## config.mk

```make
export PLATFORM = sky130hd
export DESIGN_NAME = watch_time_gen_flat
export DESIGN_NICKNAME = d
export VERILOG_FILES = /design/src/rtl/watch_time_gen_pkg.sv /design/src/rtl/watch_time_gen_if.sv /design/src/rtl/watch_time_gen_wrap_counter.sv /design/src/rtl/watch_time_gen.sv /design/src/flat_wrapper.sv
export SDC_FILE = /design/constraint.sdc
export NUM_CORES = 1
export LEC_CHECK = 0
export ABC_CLOCK_PERIOD_IN_PS = 3600
export BUFFER_PORTS_ARGS = -buffer_cell sky130_fd_sc_hd__clkbuf_2
export CORE_MARGIN = 3
export CORE_UTILIZATION = 45
export DETAILED_ROUTE_END_ITERATION = 12
export MAX_ROUTING_LAYER = met4
export PLACE_DENSITY_LB_ADDON = 0.05
export SLEW_MARGIN = 10
export SYNTH_ARGS = -nofsm -noshare
export SYNTH_HDL_FRONTEND = slang
export SYNTH_HIERARCHICAL = 1
export SYNTH_SLANG_ARGS = --single-unit
```

## constraint.sdc

```tcl
create_clock -name clk -period 3.6 [get_ports clk]
set_clock_uncertainty 0.15 [all_clocks]
set_input_delay 0.54 -clock clk [delete_from_list [all_inputs] [get_ports clk]]
set_output_delay 0.54 -clock clk [all_outputs]
set_load 0.02 [all_outputs]
```

## src/rtl/watch_time_gen_pkg.sv

```systemverilog
`default_nettype none
// ------------------------------------------------------------------
// watch_time_gen_pkg : adjust-select codes and default field geometry
// rev 1.0
// ------------------------------------------------------------------
package watch_time_gen_pkg;

  typedef enum logic [1:0] {
    ADJ_SEC  = 2'd0,
    ADJ_MIN  = 2'd1,
    ADJ_HOUR = 2'd2,
    ADJ_NONE = 2'd3
  } adj_sel_e;

  localparam int DEF_HOUR_W = 5;
  localparam int DEF_MIN_W  = 6;
  localparam int DEF_SEC_W  = 6;
  localparam int DEF_N_HOUR = 24;
  localparam int DEF_N_MIN  = 60;
  localparam int DEF_N_SEC  = 60;

endpackage
`default_nettype wire

```

## src/rtl/watch_time_gen_if.sv

```systemverilog
`default_nettype none
// ------------------------------------------------------------------
// watch_time_gen_if : control strobes and time/display outputs
// rev 1.0
// ------------------------------------------------------------------
interface watch_time_gen_if
  import watch_time_gen_pkg::*;
#(
  parameter int HOUR_W = DEF_HOUR_W,
  parameter int MIN_W  = DEF_MIN_W,
  parameter int SEC_W  = DEF_SEC_W
);

  logic                            en_1hz;
  logic                            run;
  logic                            dir;
  logic                            mode12;
  logic                            set_watch;
  logic [HOUR_W+MIN_W+SEC_W-1:0]   bin_watch;
  logic                            adj_en;
  adj_sel_e                        adj_sel;
  logic                            adj_up;

  logic [HOUR_W-1:0]               hour;
  logic [MIN_W-1:0]                min;
  logic [SEC_W-1:0]                sec;
  logic [HOUR_W-1:0]               hour_disp;
  logic                            ampm;
  logic                            en_min;
  logic                            en_hour;
  logic                            en_day;

  modport master (
    output en_1hz, run, dir, mode12, set_watch, bin_watch, adj_en, adj_sel, adj_up,
    input  hour, min, sec, hour_disp, ampm, en_min, en_hour, en_day
  );

  modport slave (
    input  en_1hz, run, dir, mode12, set_watch, bin_watch, adj_en, adj_sel, adj_up,
    output hour, min, sec, hour_disp, ampm, en_min, en_hour, en_day
  );

endinterface
`default_nettype wire

```

## src/rtl/watch_time_gen_wrap_counter.sv

```systemverilog
`default_nettype none
// ------------------------------------------------------------------
// watch_time_gen_wrap_counter : modulo-N up/down counter with wrap flag
// rev 1.0
// ------------------------------------------------------------------
module watch_time_gen_wrap_counter #(
  parameter int W = 6,
  parameter int N = 60
) (
  input  logic         clk,
  input  logic         rst,
  input  logic         load,
  input  logic [W-1:0] val,
  input  logic         inc,
  input  logic         dec,
  output logic [W-1:0] value,
  output logic         wrap
);

  localparam logic [W-1:0] MAX = W'(N - 1);

  logic [W-1:0] cnt;

  always_ff @(posedge clk or negedge rst) begin
    if (!rst) begin
      cnt <= '0;
    end else if (load) begin
      cnt <= val;
    end else if (inc) begin
      cnt <= (cnt == MAX) ? '0 : cnt + W'(1);
    end else if (dec) begin
      cnt <= (cnt == '0) ? MAX : cnt - W'(1);
    end
  end

  // wrap is qualified by the step direction so it doubles as the carry/borrow out
  assign wrap  = (inc & (cnt == MAX)) | (dec & (cnt == '0));
  assign value = cnt;

endmodule
`default_nettype wire

```

## src/rtl/watch_time_gen.sv

```systemverilog
`default_nettype none
// ------------------------------------------------------------------
// watch_time_gen : hour:min:sec timekeeper with adjust, 12 h display, carry pulses
// rev 1.0
// ------------------------------------------------------------------
module watch_time_gen
  import watch_time_gen_pkg::*;
#(
  parameter int HOUR_W = DEF_HOUR_W,
  parameter int MIN_W  = DEF_MIN_W,
  parameter int SEC_W  = DEF_SEC_W,
  parameter int N_HOUR = DEF_N_HOUR,
  parameter int N_MIN  = DEF_N_MIN,
  parameter int N_SEC  = DEF_N_SEC
) (
  input  logic              clk,
  input  logic              rst,
  watch_time_gen_if.slave   bus
);

  logic              load;
  logic              adj_active;
  logic              tick;
  logic              tick_up;
  logic              tick_dn;
  logic              adj_s, adj_m, adj_h;

  logic [SEC_W-1:0]  sec_ld;
  logic [MIN_W-1:0]  min_ld;
  logic [HOUR_W-1:0] hour_ld;
  logic [SEC_W-1:0]  bin_sec;
  logic [MIN_W-1:0]  bin_min;
  logic [HOUR_W-1:0] bin_hour;

  logic [SEC_W-1:0]  sec_v;
  logic [MIN_W-1:0]  min_v;
  logic [HOUR_W-1:0] hour_v;
  logic [HOUR_W-1:0] hour_disp_v;
  logic              sec_wrap, min_wrap, hour_wrap;
  logic              sec_carry, min_carry, hour_carry;
  logic              en_min_q, en_hour_q, en_day_q;

  assign load       = bus.set_watch;
  assign adj_active = bus.adj_en & ~bus.set_watch;
  assign tick       = bus.run & bus.en_1hz & ~bus.set_watch & ~bus.adj_en;
  assign tick_up    = tick & ~bus.dir;
  assign tick_dn    = tick & bus.dir;

  assign adj_s = adj_active & (bus.adj_sel == ADJ_SEC);
  assign adj_m = adj_active & (bus.adj_sel == ADJ_MIN);
  assign adj_h = adj_active & (bus.adj_sel == ADJ_HOUR);

  assign bin_sec  = bus.bin_watch[SEC_W-1:0];
  assign bin_min  = bus.bin_watch[SEC_W +: MIN_W];
  assign bin_hour = bus.bin_watch[SEC_W+MIN_W +: HOUR_W];

  // out-of-range load fields collapse to zero rather than parking the counter off-modulus
  assign sec_ld  = (32'(bin_sec)  >= 32'(N_SEC))  ? '0 : bin_sec;
  assign min_ld  = (32'(bin_min)  >= 32'(N_MIN))  ? '0 : bin_min;
  assign hour_ld = (32'(bin_hour) >= 32'(N_HOUR)) ? '0 : bin_hour;

  // carries only ripple from a real tick; adjust steps stay within their own field
  assign sec_carry  = tick & sec_wrap;
  assign min_carry  = sec_carry & min_wrap;
  assign hour_carry = min_carry & hour_wrap;

  watch_time_gen_wrap_counter #(.W(SEC_W), .N(N_SEC)) u_sec (
    .clk   (clk),
    .rst   (rst),
    .load  (load),
    .val   (sec_ld),
    .inc   (tick_up | (adj_s & bus.adj_up)),
    .dec   (tick_dn | (adj_s & ~bus.adj_up)),
    .value (sec_v),
    .wrap  (sec_wrap)
  );

  watch_time_gen_wrap_counter #(.W(MIN_W), .N(N_MIN)) u_min (
    .clk   (clk),
    .rst   (rst),
    .load  (load),
    .val   (min_ld),
    .inc   ((tick_up & sec_wrap) | (adj_m & bus.adj_up)),
    .dec   ((tick_dn & sec_wrap) | (adj_m & ~bus.adj_up)),
    .value (min_v),
    .wrap  (min_wrap)
  );

  watch_time_gen_wrap_counter #(.W(HOUR_W), .N(N_HOUR)) u_hour (
    .clk   (clk),
    .rst   (rst),
    .load  (load),
    .val   (hour_ld),
    .inc   ((tick_up & sec_wrap & min_wrap) | (adj_h & bus.adj_up)),
    .dec   ((tick_dn & sec_wrap & min_wrap) | (adj_h & ~bus.adj_up)),
    .value (hour_v),
    .wrap  (hour_wrap)
  );

  always_ff @(posedge clk or negedge rst) begin
    if (!rst) begin
      en_min_q  <= 1'b0;
      en_hour_q <= 1'b0;
      en_day_q  <= 1'b0;
    end else begin
      en_min_q  <= sec_carry;
      en_hour_q <= min_carry;
      en_day_q  <= hour_carry;
    end
  end

  generate
    if (N_HOUR == 24) begin : g_disp12
      always_comb begin
        hour_disp_v = hour_v;
        if (bus.mode12) begin
          if (hour_v == '0) begin
            hour_disp_v = HOUR_W'(12);
          end else if (hour_v > HOUR_W'(12)) begin
            hour_disp_v = hour_v - HOUR_W'(12);
          end
        end
      end
    end else begin : g_disp_raw
      assign hour_disp_v = hour_v;
    end
  endgenerate

  assign bus.hour      = hour_v;
  assign bus.min       = min_v;
  assign bus.sec       = sec_v;
  assign bus.hour_disp = hour_disp_v;
  assign bus.ampm      = (32'(hour_v) >= 32'(N_HOUR / 2));
  assign bus.en_min    = en_min_q;
  assign bus.en_hour   = en_hour_q;
  assign bus.en_day    = en_day_q;

endmodule
`default_nettype wire

```

## src/flat_wrapper.sv

```systemverilog
// flat-port wrapper written by rule: the top's interface ports become plain ports
module watch_time_gen_flat import watch_time_gen_pkg::*;
#(
  parameter int HOUR_W = DEF_HOUR_W,
  parameter int MIN_W  = DEF_MIN_W,
  parameter int SEC_W  = DEF_SEC_W,
  parameter int N_HOUR = DEF_N_HOUR,
  parameter int N_MIN  = DEF_N_MIN,
  parameter int N_SEC  = DEF_N_SEC
)
  (clk, rst, bus_en_1hz, bus_run, bus_dir, bus_mode12, bus_set_watch, bus_bin_watch, bus_adj_en, bus_adj_sel, bus_adj_up, bus_hour, bus_min, bus_sec, bus_hour_disp, bus_ampm, bus_en_min, bus_en_hour, bus_en_day);
  watch_time_gen_if #(.HOUR_W(HOUR_W), .MIN_W(MIN_W), .SEC_W(SEC_W)) bus_i ();
  input  logic clk;
  input  logic rst;
  input wire logic [$bits(bus_i.en_1hz)-1:0] bus_en_1hz;
  input wire logic [$bits(bus_i.run)-1:0] bus_run;
  input wire logic [$bits(bus_i.dir)-1:0] bus_dir;
  input wire logic [$bits(bus_i.mode12)-1:0] bus_mode12;
  input wire logic [$bits(bus_i.set_watch)-1:0] bus_set_watch;
  input wire logic [$bits(bus_i.bin_watch)-1:0] bus_bin_watch;
  input wire logic [$bits(bus_i.adj_en)-1:0] bus_adj_en;
  input wire logic [$bits(bus_i.adj_sel)-1:0] bus_adj_sel;
  input wire logic [$bits(bus_i.adj_up)-1:0] bus_adj_up;
  output wire logic [$bits(bus_i.hour)-1:0] bus_hour;
  output wire logic [$bits(bus_i.min)-1:0] bus_min;
  output wire logic [$bits(bus_i.sec)-1:0] bus_sec;
  output wire logic [$bits(bus_i.hour_disp)-1:0] bus_hour_disp;
  output wire logic [$bits(bus_i.ampm)-1:0] bus_ampm;
  output wire logic [$bits(bus_i.en_min)-1:0] bus_en_min;
  output wire logic [$bits(bus_i.en_hour)-1:0] bus_en_hour;
  output wire logic [$bits(bus_i.en_day)-1:0] bus_en_day;
  assign bus_i.en_1hz = bus_en_1hz;
  assign bus_i.run = bus_run;
  assign bus_i.dir = bus_dir;
  assign bus_i.mode12 = bus_mode12;
  assign bus_i.set_watch = bus_set_watch;
  assign bus_i.bin_watch = bus_bin_watch;
  assign bus_i.adj_en = bus_adj_en;
  assign bus_i.adj_sel = bus_adj_sel;
  assign bus_i.adj_up = bus_adj_up;
  assign bus_hour = bus_i.hour;
  assign bus_min = bus_i.min;
  assign bus_sec = bus_i.sec;
  assign bus_hour_disp = bus_i.hour_disp;
  assign bus_ampm = bus_i.ampm;
  assign bus_en_min = bus_i.en_min;
  assign bus_en_hour = bus_i.en_hour;
  assign bus_en_day = bus_i.en_day;
  watch_time_gen #(.HOUR_W(HOUR_W), .MIN_W(MIN_W), .SEC_W(SEC_W), .N_HOUR(N_HOUR), .N_MIN(N_MIN), .N_SEC(N_SEC)) u_core (.clk(clk), .rst(rst), .bus(bus_i));
endmodule
```

Yosys cells after proc, flatten, opt, wreduce, memory -nomap -nowiden
Index checks and enable logic that the tools add are counted.
W data, S select, Z words.
{"block": "classes", "n_eq_ne": 5, "bitwise_logic": 41, "n_addsub": 7, "magnitude_cmp": 5, "mux": 21, "n_reduce_logical": 7}
{"operator": "$mux W6", "count": 12}
{"operator": "$mux W5", "count": 9}
{"operator": "$and A1 B1 Y1", "count": 28}
{"operator": "$add A6 B1 Y6 const B", "count": 2}
{"operator": "$eq A6 B6 Y1 const B", "count": 2}
{"operator": "$ge A6 B6 Y1 const B", "count": 2}
{"operator": "$logic_not A6 Y1", "count": 2}
{"operator": "$sub A6 B1 Y6 const B", "count": 2}
{"operator": "$or A1 B1 Y1", "count": 9}
{"operator": "$reduce_bool A3 Y1", "count": 3}
{"operator": "$add A5 B1 Y5 const B", "count": 1}
{"operator": "$eq A5 B5 Y1 const B", "count": 1}
{"operator": "$ge A5 B4 Y1 const B", "count": 1}
{"operator": "$ge A5 B5 Y1 const B", "count": 1}
{"operator": "$gt A5 B4 Y1 const B", "count": 1}
{"operator": "$logic_not A5 Y1", "count": 1}
{"operator": "$sub A5 B1 Y5 const B", "count": 1}
{"operator": "$sub A5 B4 Y5 const B", "count": 1}
{"operator": "$not A1 Y1", "count": 4}
{"operator": "$eq A2 B1 Y1 const B", "count": 1}
{"operator": "$eq A2 B2 Y1 const B", "count": 1}
{"operator": "$logic_not A2 Y1", "count": 1}
{"block": "totals", "regBits": 20, "out_inout_bits": 26, "word_cells": 92, "inputBits": 28}

Depth between registers and ports, before layout
Gate-level depths: netlist of the first run.
{"block": "logic_depth", "depth_word": 16, "depth_mapped": 18, "ltp_nobuf": 17}

Cells and area by module
Netlist of the first run, hierarchy kept.
{"module": "watch_time_gen_wrap_counter at u_core.u_min ...", "n_inst": 2, "seq_area_each_um2": 150.1, "area_per_inst_um2": 630.6, "cells_per_inst": 74}
{"module": "watch_time_gen", "n_inst": 1, "seq_area_each_um2": 75.1, "area_per_inst_um2": 470.5, "cells_per_inst": 66}
{"module": "watch_time_gen_wrap_counter at u_core.u_hour", "n_inst": 1, "seq_area_each_um2": 125.1, "area_per_inst_um2": 442.9, "cells_per_inst": 53}

Least setup slack after synthesis of the first run
Ideal clock, no wire load.
{"block": "synth_timing", "path_type": "input -> register", "startpoint": "input port bus_adj_en", "endpoint": "register u_core.u_hour.cnt[0], in the netlist u_core/u_hour/value[0]", "path_slack_ns": -0.490, "t_required_ns": 3.318, "path_stages": 18, "n_path_buf": 1, "t_arrival_ns": 3.809, "path_cell_list": "and4bb_2 > inv_1 > o22ai_1 > inv_2 > nor4_2 > a31o_2 > and2_1 > a22o_1 > inv_2 > nor4_2 > a31o_2 > nand3_1 > o22ai_1 > buf_6 > nand3_1 > o31a_1 > o32ai_1 > o21ai_1"}
{"block": "synth_between", "elab_chain_cells": 14, "word_cells_on_any_way": 33, "cone_classes": "mux (2); bitwise (30); reduce/logical (1)"}
{"item": "start, declared", "line": "flat_wrapper.sv:21", "source": "input wire logic [$bits(bus_i.adj_en)-1:0] bus_adj_en;"}
{"item": "$and A1 B1 Y1 or $not A1 Y1 (tied branches)", "line": "watch_time_gen.sv:44, watch_time_gen.sv:45"}
{"item": "$and A1 B1 Y1, on equally long branches", "line": "watch_time_gen.sv:49, watch_time_gen.sv:45"}
{"item": "$and A1 B1 Y1, on equally long branches"}
{"item": "$or A1 B1 Y1, on equally long branches", "line": "watch_time_gen.sv:72, watch_time_gen.sv:73"}
{"item": "$and A1 B1 Y1", "line": "watch_time_gen_wrap_counter.sv:37", "source": "assign wrap = (inc & (cnt == MAX)) | (dec & (cnt == '0));"}
{"item": "$or A1 B1 Y1 *", "line": "watch_time_gen_wrap_counter.sv:37"}
{"item": "named net u_core.sec_wrap", "line": "watch_time_gen.sv:39", "source": "logic sec_wrap, min_wrap, hour_wrap;"}
{"item": "$and A1 B1 Y1, on equally long branches", "line": "watch_time_gen.sv:83, watch_time_gen.sv:84"}
{"item": "$or A1 B1 Y1, on equally long branches", "line": "watch_time_gen.sv:83, watch_time_gen.sv:84"}
{"item": "$and A1 B1 Y1", "line": "watch_time_gen_wrap_counter.sv:37"}
{"item": "$or A1 B1 Y1 *", "line": "watch_time_gen_wrap_counter.sv:37"}
{"item": "named net u_core.min_wrap", "line": "watch_time_gen.sv:39"}
{"item": "$and A1 B1 Y1", "line": "watch_time_gen.sv:94", "source": ".inc ((tick_up & sec_wrap & min_wrap) | (adj_h & bus.adj_up)),"}
{"item": "$or A1 B1 Y1", "line": "watch_time_gen.sv:94"}
{"item": "$mux W5", "line": "watch_time_gen_wrap_counter.sv:29", "source": "end else if (inc) begin"}
{"item": "$mux W5", "line": "watch_time_gen_wrap_counter.sv:27", "source": "end else if (load) begin"}
{"item": "end signal, assigned", "line": "watch_time_gen_wrap_counter.sv:28", "source": "cnt <= val;"}
{"item": "end signal, assigned", "line": "watch_time_gen_wrap_counter.sv:30", "source": "cnt <= (cnt == MAX) ? '0 : cnt + W'(1);"}
{"item": "end signal, assigned", "line": "watch_time_gen_wrap_counter.sv:32", "source": "cnt <= (cnt == '0) ? MAX : cnt - W'(1);"}
{"item": "end, declared", "line": "watch_time_gen_wrap_counter.sv:22", "source": "logic [W-1:0] cnt;"}
The timed path passes the listed nets; every way through them passes the cells marked *.
A chain may end at the register's enable or synchronous reset.

Final worst setup path of the first run
{"block": "layout_timing", "startpoint": "input port bus_set_watch", "endpoint": "register u_core.u_hour.cnt[4], in the netlist u_core/u_hour/value[4]"}
{"block": "layout_between", "elab_chain_cells": 15, "word_cells_on_any_way": 34, "cone_classes": "mux (2); bitwise (31); reduce/logical (1)"}
{"item": "start, declared", "line": "flat_wrapper.sv:19", "source": "input wire logic [$bits(bus_i.set_watch)-1:0] bus_set_watch;"}
{"item": "$not A1 Y1 *", "line": "watch_time_gen.sv:44, watch_time_gen.sv:45"}
{"item": "$and A1 B1 Y1, on equally long branches", "line": "watch_time_gen.sv:45, watch_time_gen.sv:44"}
{"item": "$and A1 B1 Y1, on equally long branches", "line": "watch_time_gen.sv:45, watch_time_gen.sv:49"}
{"item": "$and A1 B1 Y1, on equally long branches"}
{"item": "$or A1 B1 Y1, on equally long branches", "line": "watch_time_gen.sv:72, watch_time_gen.sv:73"}
{"item": "$and A1 B1 Y1", "line": "watch_time_gen_wrap_counter.sv:37"}
{"item": "$or A1 B1 Y1 *", "line": "watch_time_gen_wrap_counter.sv:37"}
{"item": "named net u_core.sec_wrap", "line": "watch_time_gen.sv:39"}
{"item": "$and A1 B1 Y1, on equally long branches", "line": "watch_time_gen.sv:83, watch_time_gen.sv:84"}
{"item": "$or A1 B1 Y1, on equally long branches", "line": "watch_time_gen.sv:83, watch_time_gen.sv:84"}
{"item": "$and A1 B1 Y1", "line": "watch_time_gen_wrap_counter.sv:37"}
{"item": "$or A1 B1 Y1 *", "line": "watch_time_gen_wrap_counter.sv:37"}
{"item": "named net u_core.min_wrap", "line": "watch_time_gen.sv:39"}
{"item": "$and A1 B1 Y1", "line": "watch_time_gen.sv:94"}
{"item": "$or A1 B1 Y1", "line": "watch_time_gen.sv:94"}
{"item": "$mux W5", "line": "watch_time_gen_wrap_counter.sv:29"}
{"item": "$mux W5", "line": "watch_time_gen_wrap_counter.sv:27"}
Marked as above.

==> metrics.md, run 1 <==
| Metric | Value |
|---|---|
| Synthesized area | `between 2000 and 2500 µm²` |
| Inserted Clock Buffers | `3` |
| GPL Wtd Cong | `approximately 0.87` |
| WHS | `0.08808 ns` |
| Kind of critical path | `in2reg` |
| Normalized max-slew margin | `a little under two thirds` |
| Dpl hpwl | `around 4.4 mm` |
| CP cell instances | `clkbuf_2 -> and4bb_2 -> inv_1 -> o22ai_4 -> inv_2 -> nor4_4 -> a31o_2 -> and2_1 -> a22o_4 -> inv_2 -> nor4_4 -> a31o_2 -> nand3_1 -> o22ai_4 -> buf_4 -> or3b_1 -> a311oi_1 -> a21oi_1` |
| Status | `finished clean` |
| Area contributors post-synth | `dfrtp_1, ha_1, and2_1` |
| Yosys reg bits | `20` |
| Cell at the slowest stage of the critical path | `or3b_1` |
| Max Clock Freq | `292.6 MHz` |
| Setup violators final | `0` |
| Chip height | `about 76 µm` |
| Routed Antenna Nets | `0` |
| Cell taking the most area after synthesis | `dfrtp_1` |
| Total GRT Usage | `21.39%` |
| H-tree depth | `1` |
| Worst vdd ir | `about 0.00019 V` |
| Ports | `54` |
| First-pass GRT wire length | `a little over 9 mm` |
| Routed length per instance | `roughly 15 µm` |
| # hold bufs at CTS | `0` |
| Drt first-iter violations | `roughly 150` |
| Synth cell types | `64` |
| Vias | `about 2300` |
| Port buffer count | `53` |
| CTS sink cnt | `20` |
| Die width | `between 70 and 80 µm` |
| Initial Util | `approximately half` |
| Max clock buf depth | `2` |
| Worst-Skew Late Latency | `0.26 ns` |
| CTS tree | `built` |
| Slew @ Worst Pin | `0.5431 ns` |
| Largest net degree at the start of global routing | `21` |
| Syn Inst Count | `about 270` |
| DR DRC count | `0` |
| Final net count | `370` |
| Die area | `approximately 5700 µm²` |
| Critical path peak fanout | `5` |
| DR vias/cell | `about 6.0` |
| Top-area cell type share of the netlist area | `23.01%` |
| Overflow after GRT | `0` |
| Arrival time worst endpoint | `approximately 3.4 ns` |
| Fin crit share | `~95%` |
| Critical path capture point type | `flip-flop` |
| Layout Utilization | `approximately three fifths` |
| R2r setup slk | `0.21 ns` |
| Ys async rst share | `100.0%` |
| Max-slew violations | `0` |
| Seq/Total Area, Yosys | `between 20 and 25%` |
| Syn nets | `about 300` |
| Synthesis Warnings | `6` |
| Main synth FF type | `dfrtp_1` |
| TritonRoute pass-1 iters | `4` |
| Vias in the first global route | `~1900` |
| Final hold violation count | `0` |
| Layout cell share with drive strength beyond 1 | `32.93%` |
| Core box area | `4504 µm²` |
| Clock slew at reported path FFs | `around 0.08 ns` |
| Area grow syn2layout | `24.11%` |
| Max incr delay on CP | `approximately 0.34 ns` |
| Critical Path RT | `3.59 ns` |
| Final WL | `about 5.8 mm` |
| Power Density | `a little over 300 nW/µm²` |
| Min Clock Period, post-route | `3.418 ns` |
| Core Rows | `24` |
| Initial antenna violation count | `0` |
| Maximum capacitance violations | `0` |
| # diodes | `0` |
| CTS root buf | `clkbuf_8` |
| Synth Area per Inst | `8.145 µm²` |
| Worst hold path class | `in2async` |
| Post-synth EDFFs | `0` |
| Static leakage | `about 1.2 nW` |
| Critical Path Start Type | `input port` |
-- sequential cells by signal, indices dropped and copies added (netlist names) --
name	cells
u_core/u_hour/value	5
u_core/bus.en_min	1
u_core/bus.en_hour	1
u_core/bus.en_day	1
u_core/u_min/value	6
u_core/u_sec/value	6
-- cell type report --
| class | instances | area, µm² |
|---|---|---|
| timing repair buffer | 74 | 422.9 |
| inverter | 20 | 75.07 |
| clock buffer | 4 | 55.05 |
| multi-input combinational | 213 | 1579 |
| tap | 52 | 65.06 |
| sequential | 20 | 501.7 |
| fill | 410 | 1805 |
-- cells by family (layout without fill, tap and decap cells) --
family | Yosys count | in the layout | share of synthesized area (%)
buffers and inverters | 34 | 98 | 7.192
AOI/OAI and AO/OA | 82 | 82 | 26.93
adders and majority gates | 10 | 10 | 5.754
DFF | 20 | 20 | 23.01
and+or+nand+nor | 111 | 111 | 31.36
xor gates and xnor gates | 1 | 1 | 0.4028
muxes | 9 | 9 | 5.351
-- routing by layer --
layer | up-vias | track usage (%) | share of wire [%]
met4 | 0 | 4.272 | 0.65
met1 | 1074 | 30.25 | 47
met5 | - | - | 0
met2 | 71 | 32.31 | 46
met3 | 4 | 3.562 | 6.0
li1 | 1133 | - | -
-- worst paths after layout --
kind | from | to | cells past startpoint
max | bus_set_watch | u_core/u_hour/value[4] | 18
max in group asynchronous | rst | u_core/u_sec/value[0] | 1
max reg2reg | u_core/u_sec/value[0] | u_core/u_hour/value[4] | 15
min in group clk | bus_bin_watch[7] | u_core/u_min/value[1] | 4
min reg2reg | u_core/u_sec/value[0] | u_core/u_sec/value[0] | 2
min | rst | u_core/u_sec/value[4] | 1
-- cell usage after synthesis, drive strengths merged, types with 2 or more instances --
master / n
or4: 3
or3: 2
mux4: 2
a31o: 4
nor4: 2
nor2: 12
nand3: 9
nor3: 7
buf: 9
clkbuf: 5
o22ai: 10
nand2: 18
and2b: 3
o221ai: 4
mux2i: 6
nor2b: 9
nand4: 2
a31oi: 2
nor4b: 3
o21ai: 13
inv: 20
a211oi: 3
nor3b: 4
a21o: 2
and3: 6
a22oi: 3
or2b: 2
a22o: 5
o21bai: 2
and2: 18
nand2b: 4
a41oi: 2
o211ai: 2
and4b: 2
o31ai: 4
a21oi: 11
ha: 10
o21a: 2
a2bb2oi: 4
dfrtp: 20
o311ai: 3
-- worst max-delay path: cells and delay by family --
family	cells	cell delay, ns
compound gates	7	1.33
simple gates	6	1.01
buf+inv	5	0.53
-- power breakdown --
group / internal, mW / switching, mW
sequential: 0.247 / 0.0643
clock: 0.0975 / 0.0772
combinational: 0.155 / 0.190
total: 0.499 / 0.331
-- cells in the final DEF, fill, tap and decap left out, drive strengths merged, types with 11 or more instances in the layout --
| master | synthesis | final |
|---|---|---|
| o21ai | 13 | 13 |
| a21oi | 11 | 11 |
| and2 | 18 | 18 |
| buf | 9 | 21 |
| dfrtp | 20 | 20 |
| inv | 20 | 20 |
| nand2 | 18 | 18 |
| nor2 | 12 | 12 |
| clkbuf | 5 | 57 |
-- metrics by stage --
stage | cell area [µm²] | setup TNS (ns) | std cells | total power, mW | worst slack [ns]
floorplan | 2203 | 0 | 267 | 0.5385 | 0.1011
global placement | 2587 | 0 | 376 | 0.6476 | 0.09614
detailed placement | 2587 | -0.1522 | 376 | 0.6475 | -0.05902
finish | 2699 | 0 | 383 | 0.8308 | 0.1821
CTS | 2643 | 0 | 380 | 0.8259 | 0.1529
global route | 2699 | -0.01523 | 383 | 0.8905 | -0.01523
-- repair_timing --
action,in CTS,in global routing
gates resized for setup,0,6
setup buffers,0,3
setup endpoints to repair,0,6
(Power assumes the default switching activity.)
==> inputs of run 2 (changes only) <==
--- a/config.mk
+++ b/config.mk
@@ -12,6 +12,7 @@
 export DETAILED_ROUTE_END_ITERATION = 12
 export MAX_ROUTING_LAYER = met4
 export PLACE_DENSITY_LB_ADDON = 0.05
+export RECOVER_POWER = 25
 export SLEW_MARGIN = 10
 export SYNTH_ARGS = -nofsm -noshare
 export SYNTH_HDL_FRONTEND = slang
==> run 2 against run 1 <==
Net effect: non-clock buffer count did not move; die area unchanged; utilization barely moved; routed wire length barely moved; first-iteration DRC count unchanged; critical endpoint unchanged; largest cell class unchanged.
==> metrics.md, run 2 (synthesized netlist as in run 1, its figures left out) <==
| Metric | Value |
|---|---|
| Port buffer count | `53` |
| Met1 Wirelength | `between 2 and 3 mm` |
| Final net count | `between 300 and 400` |
| Die area | `approximately 5700 µm²` |
| Metal2 WL | `2.704 mm` |
| Sw Share | `around two fifths` |
| Maximum capacitance violations | `0` |
| Area grow syn2layout | `24.05%` |
| Final WL | `5.813 mm` |
| R2r setup slk | `0.20 ns` |
| Drt first-iter violations | `~150` |
| Setup violators final | `0` |
| Worst vdd ir | `about 0.00019 V` |
| Overflow after GRT | `0` |
| Vias in the first global route | `roughly 2000` |
| Core box area | `4504 µm²` |
| WHS | `around 0.32 ns` |
| Routed Antenna Nets | `0` |
| Fin crit share | `a little over nine tenths` |
| Sequential share of power | `between 30% and 40%` |
| FF-to-FF Start | `u_core/u_sec/value[0]` |
| Max-slew violations | `0` |
| Psw | `0.3315 mW` |
| DR vias/cell | `roughly 6.0` |
| Power Density | `307.9 nW/µm²` |
| Initial antenna violation count | `0` |
| Critical Path RT | `between 3 and 4 ns` |
| TritonRoute pass-1 iters | `4` |
| Min Clock Period, post-route | `about 3.4 ns` |
| Largest net degree at the start of global routing | `21` |
| Arrival time worst endpoint | `approximately 3.4 ns` |
| Vias | `between 2000 and 2500` |
| Static leakage | `around 1.2 nW` |
| Slew @ Worst Pin | `about 1.1 ns` |
| Max incr delay on CP | `~0.34 ns` |
| # hold bufs at CTS | `0` |
| Total GRT Usage | `21.39%` |
| Die width | `75.52 µm` |
| Kind of critical path | `in2reg` |
| Max clock buf depth | `2` |
| H-tree depth | `1` |
| CTS sink cnt | `20` |
| CP delay by family, top | `compound AO/OA/AOI/OAI gates` |
| Gate power share | `around 42%` |
| Final hold violation count | `0` |
| Status | `finished clean` |
| First-pass GRT wire length | `just over 9 mm` |
| GPL Wtd Cong | `0.8704` |
| Routed wl met3 | `about 310 µm` |
| Layout Utilization | `roughly three fifths` |
| Routed length per instance | `between 15 and 20 µm` |
| Cell-internal power | `roughly 0.50 mW` |
| CTS tree | `built` |
| Cell at the slowest stage of the critical path | `or3b_1` |
| Dpl hpwl | `around 4.4 mm` |
| Ports | `54` |
| Chip height | `about 76 µm` |
| Dpl cell area | `roughly 2600 µm²` |
| Highest routed layer | `met4` |
| Final instance area | `approximately 2700 µm²` |
| DR DRC count | `0` |
| Critical path peak fanout | `5` |
| Critical Path Start Type | `input port` |
| Worst path bufs/invs | `5` |
| Fin cells | `approximately 380` |
| Inserted Clock Buffers | `3` |
| # diodes | `0` |
| CTS root buf | `clkbuf_8` |
| Fillers | `410` |
| Core Rows | `24` |
| Normalized max-slew margin | `between 20% and 30%` |
| Layout cell share with drive strength beyond 1 | `about 33%` |
| RR Endpoint | `u_core/u_hour/value[4]` |
| CP cell instances | `clkbuf_2 -> and4bb_2 -> inv_1 -> o22ai_4 -> inv_2 -> nor4_4 -> a31o_2 -> and2_1 -> a22o_4 -> inv_2 -> nor4_4 -> a31o_2 -> nand3_1 -> o22ai_4 -> buf_4 -> or3b_1 -> a311oi_1 -> a21oi_1` |
| Critical path capture point type | `flip-flop` |
| Worst hold path class | `in2async` |
| Clock Power Share | `a little over a fifth` |
| R2r worst-path depth | `15` |
| Initial Util | `roughly 48%` |
| Placed cell count | `~380` |
| Most frequent cells in the layout | `clkbuf_2, buf_4, dfrtp_1` |
| Clock slew at reported path FFs | `0.08 ns` |
| Most common cell after layout, fill and taps aside | `clkbuf_2` |
| Total power draw | `0.8306 mW` |
| Max Clock Freq | `between 200 and 300 MHz` |
| Worst-Skew Late Latency | `approximately 0.26 ns` |
==> run 2: cell counts in the layout (fill, tap and decap cells not counted) <==
Identical to the previous run, type by type.
==> run 2: per-stage QoR <==
stage               setup slack [ns]  setup TNS, ns
CTS                           0.1529              0
floorplan                     0.1011              0
global placement             0.09614              0
global route                -0.01523       -0.01523
finish                        0.1820              0
detailed placement          -0.05902        -0.1522
==> run 2: area by class of cell <==
class | count | area, µm² | share of cell area, %
multi-input cells | 213 | 1579 | 58.53
flip-flops and latches | 20 | 501.7 | 18.60
repair buffers | 74 | 421.7 | 15.63
inverters | 20 | 75.07 | 2.783
well taps | 52 | 65.06 | 2.412
clock buffers | 4 | 55.05 | 2.041
==> run 2: worst max path at each step <==
stage,from,end,depth (start not counted)
floorplan,bus_adj_en,u_core/u_hour/value[0],18
global placement,bus_set_watch,u_core/u_hour/value[0],18
detailed placement,bus_set_watch,u_core/u_hour/value[0],18
CTS,u_core/u_sec/value[0],u_core/u_hour/value[4],16
global route,bus_set_watch,u_core/u_hour/value[4],19
finish,bus_set_watch,u_core/u_hour/value[4],18
==> run 2: power by group through the flow <==
stage,Clock (mW),Combinational (mW),Sequential (mW)
finish,0.175,0.345,0.311
global route,0.191,0.380,0.319
CTS,0.182,0.335,0.310
detailed placement,0,0.333,0.315
global placement,0,0.333,0.315
floorplan,0,0.223,0.315
==> run 2: timing repair <==
item,CTS,global route
buffers inserted,0,3
setup endpoints to repair,0,6
hold endpoints to repair,0,0
resized for setup,0,6
==> run 2: layer usage <==
metal	vias up	global-route usage [%]
met4	0	4.272
li1	1133	-
met3	4	3.562
met5	-	-
met2	70	32.31
met1	1077	30.25
==> inputs of run 3 (changes only) <==
--- a/config.mk
+++ b/config.mk
@@ -5,6 +5,7 @@
 export SDC_FILE = /design/constraint.sdc
 export NUM_CORES = 1
 export LEC_CHECK = 0
+export ABC_AREA = 1
 export ABC_CLOCK_PERIOD_IN_PS = 3600
 export BUFFER_PORTS_ARGS = -buffer_cell sky130_fd_sc_hd__clkbuf_2
 export CORE_MARGIN = 3
==> run 3 against run 2 <==
Net effect: combinational power up 38%; non-clock buffer count down 15; total power up 27%; cell area up 2.3%; routed wire length up 3.1%; critical path depth up 3; critical path type unchanged; critical endpoint is now u_core/u_hour/value[2].
==> metrics.md, run 3 <==
| Metric | Value |
|---|---|
| Chip height | `78.36 µm` |
| CP cell instances | `clkbuf_2 -> inv_1 -> nor2_2 -> nand3_1 -> o22ai_1 -> inv_2 -> nor3_2 -> o21bai_1 -> nand2_2 -> o21ai_2 -> inv_2 -> nor3_2 -> o21bai_1 -> nand4_1 -> nand2_2 -> inv_2 -> nand2_1 -> nand2_1 -> xor2_1 -> nor2_1 -> o21ai_1` |
| Overflow after GRT | `0` |
| Worst hold path class | `in2async` |
| Routed length per instance | `about 12 µm` |
| Vias in the first global route | `about 2200` |
| Setup TNS | `0 ns` |
| Met3 usage | `approximately 1.8%` |
| Synth Area per Inst | `6.402 µm²` |
| Layout cell share with drive strength beyond 1 | `29.01%` |
| Critical path capture point type | `flip-flop` |
| Area grow syn2layout | `17.10%` |
| Final hold violation count | `0` |
| Syn nets | `about 410` |
| Dpl hpwl | `roughly 4.7 mm` |
| Yosys reg bits | `20` |
| Ys async rst share | `100.0%` |
| Syn Inst Count | `approximately 370` |
| Seq/Total Area, Yosys | `between 20% and 30%` |
| Worst vdd ir | `0.0002320 V` |
| Cell at the slowest stage of the critical path | `nor3_2` |
| Top-area cell type share of the netlist area | `21.24%` |
| Synth cell types | `30` |
| Die width | `between 70 and 80 µm` |
| Post-synth EDFFs | `0` |
| Dpl cell area | `between 2000 and 3000 µm²` |
| R2r setup slk | `around 0.41 ns` |
| Min Clock Period, post-route | `3.243 ns` |
| Normalized max-slew margin | `around 22%` |
| Top post-synthesis cells by count | `nand2_1, nor2_1, inv_1, nand3_1, dfrtp_1` |
| Final instance area | `between 2000 and 3000 µm²` |
| DR DRC count | `0` |
| Inserted Clock Buffers | `3` |
| Power Density | `between 300 and 400 nW/µm²` |
| Static leakage | `1.449 nW` |
| DR vias/cell | `between 5 and 6` |
| Arrival time worst endpoint | `approximately 3.3 ns` |
| Met1 Use GR | `about a third` |
| # diodes | `0` |
| Final net count | `between 400 and 500` |
| TritonRoute pass-1 iters | `4` |
| Most frequent cells in the layout | `nand2_1, nor2_1, clkbuf_2` |
| Largest net degree at the start of global routing | `21` |
| Total GRT Usage | `21.28%` |
| Worst-Skew Late Latency | `0.26 ns` |
| Core box area | `a little under 5000 µm²` |
| Status | `finished clean` |
| Synthesized area | `2356 µm²` |
| CTS sink cnt | `20` |
| Layout Utilization | `a little under three fifths` |
| Cell taking the most area after synthesis | `dfrtp_1` |
| Worst path most repeated cell | `inv_2` |
| Slew @ Worst Pin | `between 1 and 1.5 ns` |
| Main synth FF type | `dfrtp_1` |
| Setup violators final | `0` |
| RSZ-0062 raised after global routing | `no` |
| Maximum capacitance violations | `0` |
| Port buffer count | `53` |
| Max-slew violations | `0` |
| GPL Wtd Cong | `0.9036` |
| Critical Path RT | `3.61 ns` |
| Vias | `about 2500` |
| M2 GR Usage | `between 30% and 40%` |
| Routed Antenna Nets | `0` |
| Kind of critical path | `in2reg` |
| Critical Path Start Type | `input port` |
| Most common cell after layout, fill and taps aside | `nand2_1` |
| CP delay by family, top | `simple AND/OR/NAND/NOR gates` |
| Drt first-iter violations | `133` |
| Area contributors post-synth | `dfrtp_1, nand2_1, nor2_1` |
| Fillers | `roughly 510` |
| H-tree depth | `1` |
| Die area | `between 6000 and 7000 µm²` |
| FF-to-FF Start | `u_core/u_sec/value[0]` |
| Core Rows | `25` |
| Worst path bufs/invs | `5` |
| Ports | `54` |
| RR Endpoint | `u_core/u_hour/value[2]` |
| Count leader, synth | `nand2_1` |
| CTS root buf | `clkbuf_8` |
| R2r worst-path depth | `17` |
| Clock slew at reported path FFs | `0.09 ns` |
| First-pass GRT wire length | `approximately 10 mm` |
| Top Usage Layer GRT | `met1` |
| Synthesis Warnings | `6` |
| Fin crit share | `about nine tenths` |
| Max Clock Freq | `approximately 310 MHz` |
| Final WL | `~6 mm` |
| Initial antenna violation count | `0` |
| Critical path peak fanout | `6` |
| Max incr delay on CP | `approximately 0.24 ns` |
| Max clock buf depth | `2` |
| Initial Util | `just under 50%` |
| CTS tree | `built` |
run 3: cell count changes after synthesis, moves of 9 or more:
cell     before  now
nand2_1      18   93
nor2_1       10   57
nand3_1       7   37
inv_1        16   38
and2_1       18    0
nor2_2        2   13
inv_2         4   14
xor2_1        1   11
nor2b_1       9    0
run 3: power by group:
group / internal, mW / switching [mW] / leakage [nW]
Sequential: 0.255 / 0.0907 / 0.248
Clock: 0.149 / 0.0869 / 0.0357
Combinational: 0.179 / 0.298 / 1.17
Total: 0.583 / 0.476 / 1.45
run 3: final cells by class:
class	count	area, µm²	area share (%)
Clock buffer	3	41.29	1.497
Multi-Input combinational cell	285	1563	56.64
Clock inverter	1	30.03	1.088
Timing Repair Buffer	59	309.0	11.20
Tap cell	67	83.83	3.039
Sequential cell	20	500.5	18.14
Inverter	56	231.5	8.390
run 3: how the worst max path moves through the flow:
stage | depth (start not counted) | endpoint | from | slack [ns]
2_1_floorplan | 20 | u_core/u_hour/value[2] | bus_adj_en | 0.08
3_3_place_gp | 21 | u_core/u_hour/value[2] | bus_run | 0.18
3_5_place_dp | 21 | u_core/u_hour/value[2] | bus_adj_en | 0.03
4_1_cts | 21 | u_core/u_hour/value[2] | bus_adj_en | 0.31
5_1_grt | 21 | u_core/u_hour/value[2] | bus_adj_en | 0.03
6_report | 21 | u_core/u_hour/value[2] | bus_adj_en | 0.36
run 3: cell families (layout without fill, tap and decap cells):
family	after synthesis	in the layout	synth area share, %
flops	20	20	21.24
fa+ha+maj	10	10	5.311
buf+inv	63	119	12.53
xor+xnor	13	13	4.833
simple gates	230	230	46.52
compound gates	32	32	9.559
run 3: per-stage QoR:
stage	hold slack [ns]	setup WS, ns	total power [mW]	std cells
6_report	0.3353	0.3568	1.059	491
3_5_place_dp	0.4166	0.03020	0.8263	487
3_3_place_gp	0.4116	0.1850	0.8231	487
5_1_grt	0.4478	0.03299	1.150	491
2_1_floorplan	0.09441	0.07986	0.7050	368
4_1_cts	0.1191	0.3113	1.067	491
run 3: layer usage:
| layer | up-vias | share of wire [%] |
|---|---|---|
| li1 | 1285 | - |
| met1 | 1104 | 51 |
| met2 | 66 | 44 |
| met3 | 2 | 4.9 |
| met4 | 0 | 0.60 |
| met5 | - | 0 |
run 3: timing repair:
action                                  in CTS  in global routing
buffers inserted                             0                  0
hold buffers                                 0                  0
endpoints found under the setup margin       0                  2
gates resized for setup                      0                  1
